**src/rtl/rx_merge2_pkg.sv**
```systemverilog
// Shared definitions for the two-port RX merge: word layout, FSM states, gap word.
package rx_merge2_pkg;
   localparam int         WORD_W   = 9;
   localparam int         VLD_BIT  = 8;
   localparam logic [8:0] GAP_WORD = 9'h000;

   typedef enum logic [2:0] {IDLE, HUNT, FWD, DROP, GAP} state_t;
endpackage

```
**src/rtl/skid2x9.sv**
```systemverilog
// Two-entry skid FIFO between the merge FSM and the TX queue; head is always ent0.
module skid2x9
   import rx_merge2_pkg::*;
(
   input  logic              clk,
   input  logic              rst,
   input  logic              push,
   input  logic [WORD_W-1:0] din,
   input  logic              pop,
   output logic [WORD_W-1:0] head,
   output logic [1:0]        occ
);
   logic [WORD_W-1:0] ent0, ent1;

   assign head = ent0;

   // Upstream credit guarantees no push while full and no pop while empty.
   always_ff @(posedge clk) begin
      if (rst) begin
         ent0 <= '0;
         ent1 <= '0;
         occ  <= 2'd0;
      end else begin
         case ({push, pop})
            2'b10: begin
               if (occ == 2'd0) ent0 <= din;
               else             ent1 <= din;
               occ <= occ + 2'd1;
            end
            2'b01: begin
               ent0 <= ent1;
               occ  <= occ - 2'd1;
            end
            2'b11: begin
               if (occ == 2'd1) ent0 <= din;
               else begin
                  ent0 <= ent1;
                  ent1 <= din;
               end
            end
            default: ;
         endcase
      end
   end
endmodule

```
**src/rtl/rx_merge2.sv**
```systemverilog
// Frame-atomic round-robin merge of two 9-bit RX queues into one TX queue,
// with gap stripping/regeneration, MaxLen truncation and per-port frame counters.
module rx_merge2
   import rx_merge2_pkg::*;
#(
   parameter logic [3:0]  Gap    = 4'h8,
   parameter logic [11:0] MaxLen = 12'd1522
) (
   input  logic        sys_clk,
   input  logic        sys_rst,
   input  logic [8:0]  port0rx_dout,
   input  logic        port0rx_empty,
   output logic        port0rx_rd_en,
   input  logic [8:0]  port1rx_dout,
   input  logic        port1rx_empty,
   output logic        port1rx_rd_en,
   output logic [8:0]  tx_din,
   input  logic        tx_full,
   output logic        tx_wr_en,
   output logic [31:0] port0_frames,
   output logic [31:0] port1_frames,
   output logic [15:0] trunc_frames
);
   state_t      state, state_nx;
   logic        sel, sel_nx, rr, rd_en, rd_en_q;
   logic        push, pop, credit_ok, sel_empty;
   logic        len_ld, len_inc, frame_done, trunc, gap_step;
   logic [8:0]  rx_word, push_data;
   logic [1:0]  occ;
   logic [2:0]  occ_proj;
   logic [11:0] len;
   logic [3:0]  gap_cnt;

   skid2x9 u_skid (
      .clk  (sys_clk),
      .rst  (sys_rst),
      .push (push),
      .din  (push_data),
      .pop  (pop),
      .head (tx_din),
      .occ  (occ)
   );

   assign pop       = (occ != 2'd0) & ~tx_full;
   assign tx_wr_en  = pop;
   // Occupancy after this cycle's pop and the pending push of last cycle's read.
   assign occ_proj  = {1'b0, occ} + {2'b00, rd_en_q} - {2'b00, pop};
   assign credit_ok = (occ_proj <= 3'd1);
   assign rx_word   = sel ? port1rx_dout : port0rx_dout;
   assign sel_empty = sel ? port1rx_empty : port0rx_empty;
   assign port0rx_rd_en = rd_en & ~sel;
   assign port1rx_rd_en = rd_en & sel;

   always_comb begin
      state_nx   = state;
      sel_nx     = sel;
      rd_en      = 1'b0;
      push       = 1'b0;
      push_data  = rx_word;
      len_ld     = 1'b0;
      len_inc    = 1'b0;
      frame_done = 1'b0;
      trunc      = 1'b0;
      gap_step   = 1'b0;
      case (state)
         IDLE: if (~port0rx_empty | ~port1rx_empty) begin
            sel_nx   = (~port0rx_empty & ~port1rx_empty) ? rr : port0rx_empty;
            state_nx = HUNT;
         end
         HUNT: begin
            rd_en = ~sel_empty & credit_ok;
            if (rd_en_q & rx_word[VLD_BIT]) begin
               push     = 1'b1;
               len_ld   = 1'b1;
               state_nx = FWD;
            end else if (~rd_en_q & sel_empty) begin
               state_nx = IDLE;
            end
         end
         FWD: begin
            rd_en = ~sel_empty & credit_ok;
            if (rd_en_q) begin
               if (~rx_word[VLD_BIT]) begin
                  frame_done = 1'b1;
                  state_nx   = GAP;
               end else if (len == MaxLen) begin
                  frame_done = 1'b1;
                  trunc      = 1'b1;
                  state_nx   = DROP;
               end else begin
                  push    = 1'b1;
                  len_inc = 1'b1;
               end
            end
         end
         DROP: begin
            rd_en = ~sel_empty & credit_ok;
            if (rd_en_q & ~rx_word[VLD_BIT]) state_nx = GAP;
         end
         GAP: if (credit_ok) begin
            push      = 1'b1;
            push_data = GAP_WORD;
            gap_step  = 1'b1;
            if (gap_cnt == Gap - 4'd1) state_nx = IDLE;
         end
         default: state_nx = IDLE;
      endcase
   end

   always_ff @(posedge sys_clk) begin
      if (sys_rst) begin
         state        <= IDLE;
         sel          <= 1'b0;
         rr           <= 1'b0;
         rd_en_q      <= 1'b0;
         len          <= 12'd0;
         gap_cnt      <= 4'd0;
         port0_frames <= 32'd0;
         port1_frames <= 32'd0;
         trunc_frames <= 16'd0;
      end else begin
         state   <= state_nx;
         sel     <= sel_nx;
         rd_en_q <= rd_en;
         if (len_ld)       len <= 12'd1;
         else if (len_inc) len <= len + 12'd1;
         if (state != GAP)  gap_cnt <= 4'd0;
         else if (gap_step) gap_cnt <= gap_cnt + 4'd1;
         if (state == GAP && state_nx == IDLE) rr <= ~rr;
         if (frame_done) begin
            if (sel) port1_frames <= port1_frames + 32'd1;
            else     port0_frames <= port0_frames + 32'd1;
         end
         if (trunc) trunc_frames <= trunc_frames + 16'd1;
      end
   end
endmodule

```
**config.mk**
```make
export PLATFORM = sky130hd
export DESIGN_NAME = rx_merge2
export DESIGN_NICKNAME = d
export VERILOG_FILES = /design/src/rtl/rx_merge2_pkg.sv /design/src/rtl/skid2x9.sv /design/src/rtl/rx_merge2.sv
export SDC_FILE = /design/constraint.sdc
export NUM_CORES = 1
export LEC_CHECK = 0
export BUFFER_PORTS_ARGS = -buffer_cell sky130_fd_sc_hd__buf_2
export CAP_MARGIN = 5
export CORE_MARGIN = 3
export CORE_UTILIZATION = 51
export CTS_CLUSTER_SIZE = 20
export DETAILED_ROUTE_END_ITERATION = 12
export GPL_ROUTABILITY_DRIVEN = 0
export PLACE_DENSITY = 0.77
export SYNTH_ARGS = -nofsm -noshare
export SYNTH_HDL_FRONTEND = slang
export SYNTH_HIERARCHICAL = 1
export SYNTH_SLANG_ARGS = --single-unit
```
**constraint.sdc**
```tcl
create_clock -name sys_clk -period 3.8 [get_ports sys_clk]
set_clock_uncertainty 0.2 [all_clocks]
set_input_delay 0.38 -clock sys_clk [delete_from_list [all_inputs] [get_ports sys_clk]]
set_output_delay 0.38 -clock sys_clk [all_outputs]
set_load 0.01 [all_outputs]
```
==> metrics, run 1 <==
proportion of layout cells with a drive suffix above 1=0.220; FF-to-FF End=u_skid/head[4]; IO Count=115; DRC=0; Post-Syn Nets=769; Bufs on Longest Clock Path=2; Vias per Instance=5.86; Inst Count DP=957; Design Area, Final=0.00756 mm²; critical path's top delay family=simple AND/OR/NAND/NOR gates; H-Tree Depth=4; Finished Layout Cells=989; share of the synthesized area in the top cell type=0.392; sequential cell area=0.00244 mm²; Wirelength per Cell=16.0 µm; Internal=2780 µW; Hold Crit Depth=2; Syn Inst Count=732; Max Clk Rate=276 MHz; LEAKAGE=0.00280 µW; r2r startpoint=u_skid/occ[0]; nets=870; M1 wire length=6960 µm; fin crit period=3.63 ns; CTS clock-pin slew for the worst setup and hold paths=0.05 ns; global-route wire length before repair=25,900 µm; initial DRC count=521; maximum VDD drop=486 µV; CTS Hold Bufs=0; Area Growth Syn to Fin=21.2%; cts bufs inserted=17; setup TNS=0 ns; Reg2Reg Setup Slack=0.20 ns; GRT Resource Usage Total=0.237; crit path DAT=3.05 ns; Initial Util=0.535; gr ovfl total=0; WP depth=10; die area=0.0136 mm²; Clock Power Share=0.444; synthesized area=0.00624 mm²; Gate power share=0.189; top-count cell post-synth=dfxtp_1; worst min-delay path startpoint=port1rx_empty; Synth Area per Inst=8.52 µm²; Crit. End Element=output pin; Relative slew margins=0.312; synth unique cells=53; RSZ-0062 raised after global routing=false; type of the most critical hold path=input pin to flip-flop; First-pass DRT Iterations=5; switching power=1040 µW; # rows=39; die width=117 µm; post-synthesis register bit count=122; asr flop ratio synth=0; synth warn=6; Crit path largest cell delay=0.44 ns; initial antenna violation count=0; Worst Hold End=rd_en_q; max cap viols=0; largest net degree at the start of global routing=75; worst-path cell chain=inv_1, a21oi_2, ha_1, inv_1, ha_1, fa_1, or2_2, or3_4, nor3b_1, buf_2; Sink Count=122; area of the multi-input gates=0.00360 mm²; number of flops mapped to enable cells by yosys=0; crit share post-route=0.955; FF-to-FF path depth=14; worst skew pair latency=0.42 ns; CTS tree=built; Critical Path RT=3.22 ns; Crit Path Class=flip-flop to output pin; actual slew at the worst max-slew pin=1.02 ns; die height=117 µm; Post-synth top cells=dfxtp_1, nor2_1, xnor2_1, nand2_1; commonest register cell after synthesis=dfxtp_1; setup bufs post-CTS=0; pwr dens=506 mW/mm²; detailed placer's ending HPWL=11,200 µm; Reg power frac=0.368; wire length on met3=802 µm; slowest CP cell=fa_1; CP Buf/Inv Count=3; crit-path max FO=5; metal2 WL=7810 µm; fill count=984; final slew viol count=0; vias in the first global route=5,475; post-synthesis sequential area ratio=0.392; sw frac=0.272; Post-CTS Resized=1; antenna viol nets, final=0; final WL=15,800 µm; top routing layer in use=met4; DR vias=5,796; top post-synthesis cells by area=dfxtp_1, xnor2_1, nor2_1, nor4_1, nand4_1; post-synth top area cell=dfxtp_1; number of port buffers=114; placed cell area=0.00690 mm²; CTS root buf=clkbuf_16; status=completed; core area=0.0117 mm²; final hold viol count=0; Diodes inserted=0; endpoints failing setup=0; Worst setup SP type=flip-flop
## power groups by stage
stage | registers, µW | clock network (µW) | logic (µW)
finish | 1410 | 1700 | 721
global route | 1410 | 1790 | 797
CTS | 1400 | 1720 | 696
detailed placement | 1430 | 0 | 688
global placement | 1430 | 0 | 650
floorplan | 1430 | 0 | 496
## layout by cell type (no fill, tap or decap), types with 6 or more instances in the layout
master	n
nand2b_1	6
nand3_1	25
and4_1	13
dfxtp_1	122
a311oi_2	9
nor3_1	18
or3_1	13
buf_2	113
inv_1	13
and2_1	7
xnor2_1	60
o21ai_0	29
o211ai_1	9
nand2_1	38
xor2_1	24
o31ai_1	9
a21oi_1	34
ha_1	13
nor4b_1	7
clkbuf_8	6
nor4_1	35
buf_4	12
clkbuf_16	17
mux2i_1	10
nor2_1	108
nand4_1	34
## how the worst max path moves through the flow
stage / from / end
6_report: u_skid/occ[0] / port1rx_rd_en
4_1_cts: u_skid/occ[1] / u_skid/head[8]
5_1_grt: u_skid/occ[0] / u_skid/head[6]
3_5_place_dp: u_skid/occ[1] / u_skid/head[8]
2_1_floorplan: u_skid/occ[0] / u_skid/head[8]
3_3_place_gp: tx_full / u_skid/head[8]
## layout make-up
type                    count  share of cell area
multi-input cells         553               0.477
flip-flops and latches    122               0.323
repair buffers            125              0.0867
clock buffers              26              0.0687
well taps                 143              0.0237
clock inverters             6              0.0142
inverters                  14             0.00695
## routing by layer
metal,GRT usage,vias to the layer above
met5,0,-
met4,0.0971,0
met3,0.0560,21
met2,0.388,156
met1,0.302,2781
li1,-,2838
## sequential cells by signal (all words and copies together) (netlist names)
signal	count
port0_frames	32
port1_frames	32
trunc_frames	16
len	12
u_skid/ent1	9
u_skid/head	9
gap_cnt	4
state	3
u_skid/occ	2
rd_en_q	1
rr	1
sel	1
## cells by family (layout without fill, tap and decap cells)
group / after synthesis / in the layout / synth area share
AND/OR/NAND/NOR: 335 / 335 / 0.283
adder cells (fa/ha/maj): 14 / 14 / 0.0293
flip-flops: 122 / 122 / 0.392
AO/OA/AOI/OAI: 107 / 107 / 0.117
XOR/XNOR: 84 / 84 / 0.118
buffers and inverters: 57 / 171 / 0.0369
multiplexers: 13 / 13 / 0.0237
## stage by stage
| step | util | setup WS (ns) | total power, µW | hold slack, ns |
|---|---|---|---|---|
| floorplan | - | 0.0201 | 1930 | 0.245 |
| global placement | 0.592 | 0.138 | 2080 | 0.263 |
| detailed placement | 0.592 | 0.000669 | 2120 | 0.274 |
| CTS | 0.646 | 0.0740 | 3820 | 0.0225 |
| global route | 0.648 | 0.00477 | 4000 | 0.0510 |
| finish | 0.648 | 0.173 | 3820 | 0.0360 |
## worst reg2reg max path, cell delays in order (launching register included)
cell	delay (ns)
dfxtp_1	0.38
inv_1	0.09
a21oi_2	0.15
ha_1	0.25
inv_1	0.06
ha_1	0.15
fa_1	0.44
or2_2	0.37
o221ai_2	0.23
inv_1	0.07
ha_1	0.20
or3_1	0.39
buf_4	0.18
a21oi_1	0.21
a311oi_2	0.07
Power figures use the tool's default switching activity.
==> run 2, diff against run 1 <==
Settings changed: BUFFER_PORTS_ARGS -buffer_cell sky130_fd_sc_hd__buf_2 to unset, CORE_UTILIZATION 51 to 58, DONT_BUFFER_PORTS set to 1, PLACE_DENSITY 0.77 to 0.76.
==> run 2 against run 1 <==
  * First-iteration DRC count down 8.4%
  * Critical path type unchanged
  * Largest power group unchanged
  * Largest cell class unchanged
  * Fmax is 0.31% higher
  * Clock power fell by 6%
  * Worst hold slack better by 0.0043 ns
==> metrics, run 2 (same netlist as run 1, synthesis figures left out) <==
most used cell, CP=ha_1; # rows=37 (-5.1%); die width=110 µm (-5.9%); Worst Hold End=u_skid/ent1[5]; Diodes inserted=0 (unchanged); final hold viol count=0 (unchanged); Internal=2670 µW (-4.2%); CP Buf/Inv Count=3 (unchanged); FF-to-FF End=u_skid/head[2]; pwr dens=525 mW/mm² (+3.7%); Clock Power Share=0.432 (-0.012); type of the most critical hold path=input pin to flip-flop; Bufs on Longest Clock Path=2 (unchanged); antenna viol nets, final=0 (unchanged); largest registers=port0_frames x32, port1_frames x32, trunc_frames x16; worst-path cell chain=inv_2, a21oi_2, ha_1, inv_1, ha_1, fa_1, or2_4, or3_4, nor3b_2, buf_4; crit-path max FO=5 (unchanged); CTS root buf=clkbuf_8; Area Growth Syn to Fin=12.3%; endpoints failing setup=0 (unchanged); fin crit period=3.62 ns (-0.0113 ns); slowest CP cell=fa_1; Vias per Instance=6.11 (+4.2%); sequential cell area=0.00244 mm² (about the same); CTS clock-pin slew for the worst setup and hold paths=0.06 ns (about the same); worst min-delay path startpoint=port0rx_dout[5]; Crit path largest cell delay=0.45 ns (about the same); status=completed; die area=0.0120 mm² (-11%); worst skew pair latency=0.50 ns (+0.08 ns); Finished Layout Cells=872 (-12%); Final WS setup=0.184 ns (+0.0113 ns); Gate power share=0.176 (-0.013); gr ovfl total=0 (unchanged); global-route wire length before repair=23,900 µm (-8.0%); crit path DAT=3.04 ns (about the same); Initial Util=0.601 (+0.0667); most frequent cells in the layout=dfxtp_1, nor2_1, xnor2_1, nand2_1; First-pass DRT Iterations=5 (unchanged); Critical Path RT=3.22 ns (about the same); Max Clk Rate=277 MHz (+0.31%); vias in the first global route=5,103 (-6.8%); sw frac=0.274 (+0.00221); detailed placer's ending HPWL=10,100 µm (-9.9%); Crit. End Element=output pin; DR vias=5,326 (-8.1%); number of port buffers=0 (-100%); die height=110 µm (-5.9%); initial DRC count=477 (-8.4%); largest net degree at the start of global routing=109 (+45%); met3 Use GR=0.0793 (+0.0233); cts bufs inserted=17 (unchanged); proportion of layout cells with a drive suffix above 1=0.0978 (-0.122); Inst Count DP=835 (-13%); critical path's top delay family=simple AND/OR/NAND/NOR gates; commonest non-fill, non-tap cell in the layout=dfxtp_1; met2 GRT Util=0.412 (+0.0241); maximum VDD drop=419 µV (-14%); nets=761 (-13%); Worst setup SP type=flip-flop; CTS tree=built; final WL=14,800 µm (-6.4%); area of the multi-input gates=0.00360 mm² (about the same); IO Count=115 (unchanged); Hold Crit Depth=4 (+2); pre-CTS setup slack=-0.0356 ns (-0.0363 ns); Wirelength per Cell=17.0 µm (+6.1%); setup bufs post-CTS=0 (unchanged); Sink Count=122 (unchanged); core area=0.0104 mm² (-11%); Reg2Reg Setup Slack=0.28 ns (+0.08 ns); FF-to-FF path depth=14 (unchanged); final slew viol count=0 (unchanged); Relative slew margins=0.368 (+0.0558); switching power=1010 µW (-3.1%); RSZ-0062 raised after global routing=false; r2r startpoint=u_skid/occ[1]; met1 usage=0.301 (-0.00101); DRC=0 (unchanged); GRT Resource Usage Total=0.245 (+0.00814); LEAKAGE=0.00221 µW (-21%); Crit Path Class=flip-flop to output pin; crit share post-route=0.952 (-0.00298); fill count=863 (-12%); H-Tree Depth=4 (unchanged); actual slew at the worst max-slew pin=0.941 ns (-0.0776 ns); Reg power frac=0.393 (+0.025); max cap viols=0 (unchanged); initial antenna violation count=0 (unchanged); GRT Max-Usage Layer=met2
[run 2: cell types whose count changed in the layout (fill, tap and decap cells not counted), sizes merged]
cell         previous run  this run
buf                   125        11
dlygate4sd3             0         5
clkbuf                 26        23
clkinv                  2         4
[run 2: worst register-to-register path, stage by stage (launching register included)]
cell      delay, ns
dfxtp_1        0.38
inv_2          0.07
a21oi_2        0.15
ha_1           0.25
inv_1          0.06
ha_1           0.15
fa_1           0.45
or2_4          0.29
o221ai_2       0.24
inv_1          0.09
ha_1           0.21
or3_1          0.39
buf_4          0.18
a21oi_1        0.20
a311oi_2       0.06
[run 2: per-stage QoR]
step / total power (µW) / utilization / hold slack [ns] / setup TNS (ns) / instance area, µm²
2_1_floorplan: 1930 / - / 0.245 / 0 / 6240
3_3_place_gp: 2000 / 0.609 / 0.255 / 0 / 6310
3_5_place_dp: 2040 / 0.609 / 0.255 / -0.0608 / 6310
4_1_cts: 3660 / 0.673 / 0.0284 / 0 / 6980
5_1_grt: 3830 / 0.676 / 0.0713 / 0 / 7010
6_report: 3680 / 0.676 / 0.0403 / 0 / 7010
[run 2: worst max-delay path by stage]
stage          slack [ns]  cells past startpoint     startpoint        endpoint
5_1_grt              0.06                     11  u_skid/occ[0]   port1rx_rd_en
4_1_cts              0.02                     11  u_skid/occ[1]   port1rx_rd_en
6_report             0.18                     10  u_skid/occ[1]   port1rx_rd_en
3_3_place_gp         0.18                     14  u_skid/occ[1]  u_skid/head[8]
2_1_floorplan        0.02                     15  u_skid/occ[0]  u_skid/head[8]
3_5_place_dp        -0.04                     14  u_skid/occ[1]  u_skid/head[8]
[run 2: final cells by class]
| cell class | instances | area share |
|---|---|---|
| multi-input cells | 553 | 0.514 |
| flip-flops and latches | 122 | 0.349 |
| clock buffers | 23 | 0.0666 |
| well taps | 136 | 0.0243 |
| repair buffers | 16 | 0.0218 |
| clock inverters | 8 | 0.0168 |
| inverters | 14 | 0.00750 |
[run 2: power groups by stage]
| stage | sequential, µW | combinational [µW] | clock [µW] |
|---|---|---|---|
| floorplan | 1430 | 496 | 0 |
| global placement | 1460 | 537 | 0 |
| detailed placement | 1460 | 571 | 0 |
| CTS | 1440 | 603 | 1620 |
| global route | 1450 | 708 | 1670 |
| finish | 1440 | 645 | 1590 |
[run 2: metal layers]
metal / vias to the layer above / part of all wire / routed length [µm]
met5: - / 0 / 0
met1: 2562 / 0.44 / 6560
met4: 0 / 0.0095 / 140
met2: 136 / 0.48 / 7170
li1: 2617 / - / -
met3: 11 / 0.063 / 938
[run 2: repair_timing]
| item | CTS | global route |
|---|---|---|
| endpoints found under the setup margin | 7 | 11 |
| gates resized for setup | 1 | 10 |
| hold endpoints to repair | 111 | 0 |
| hold buffers | 6 | 0 |
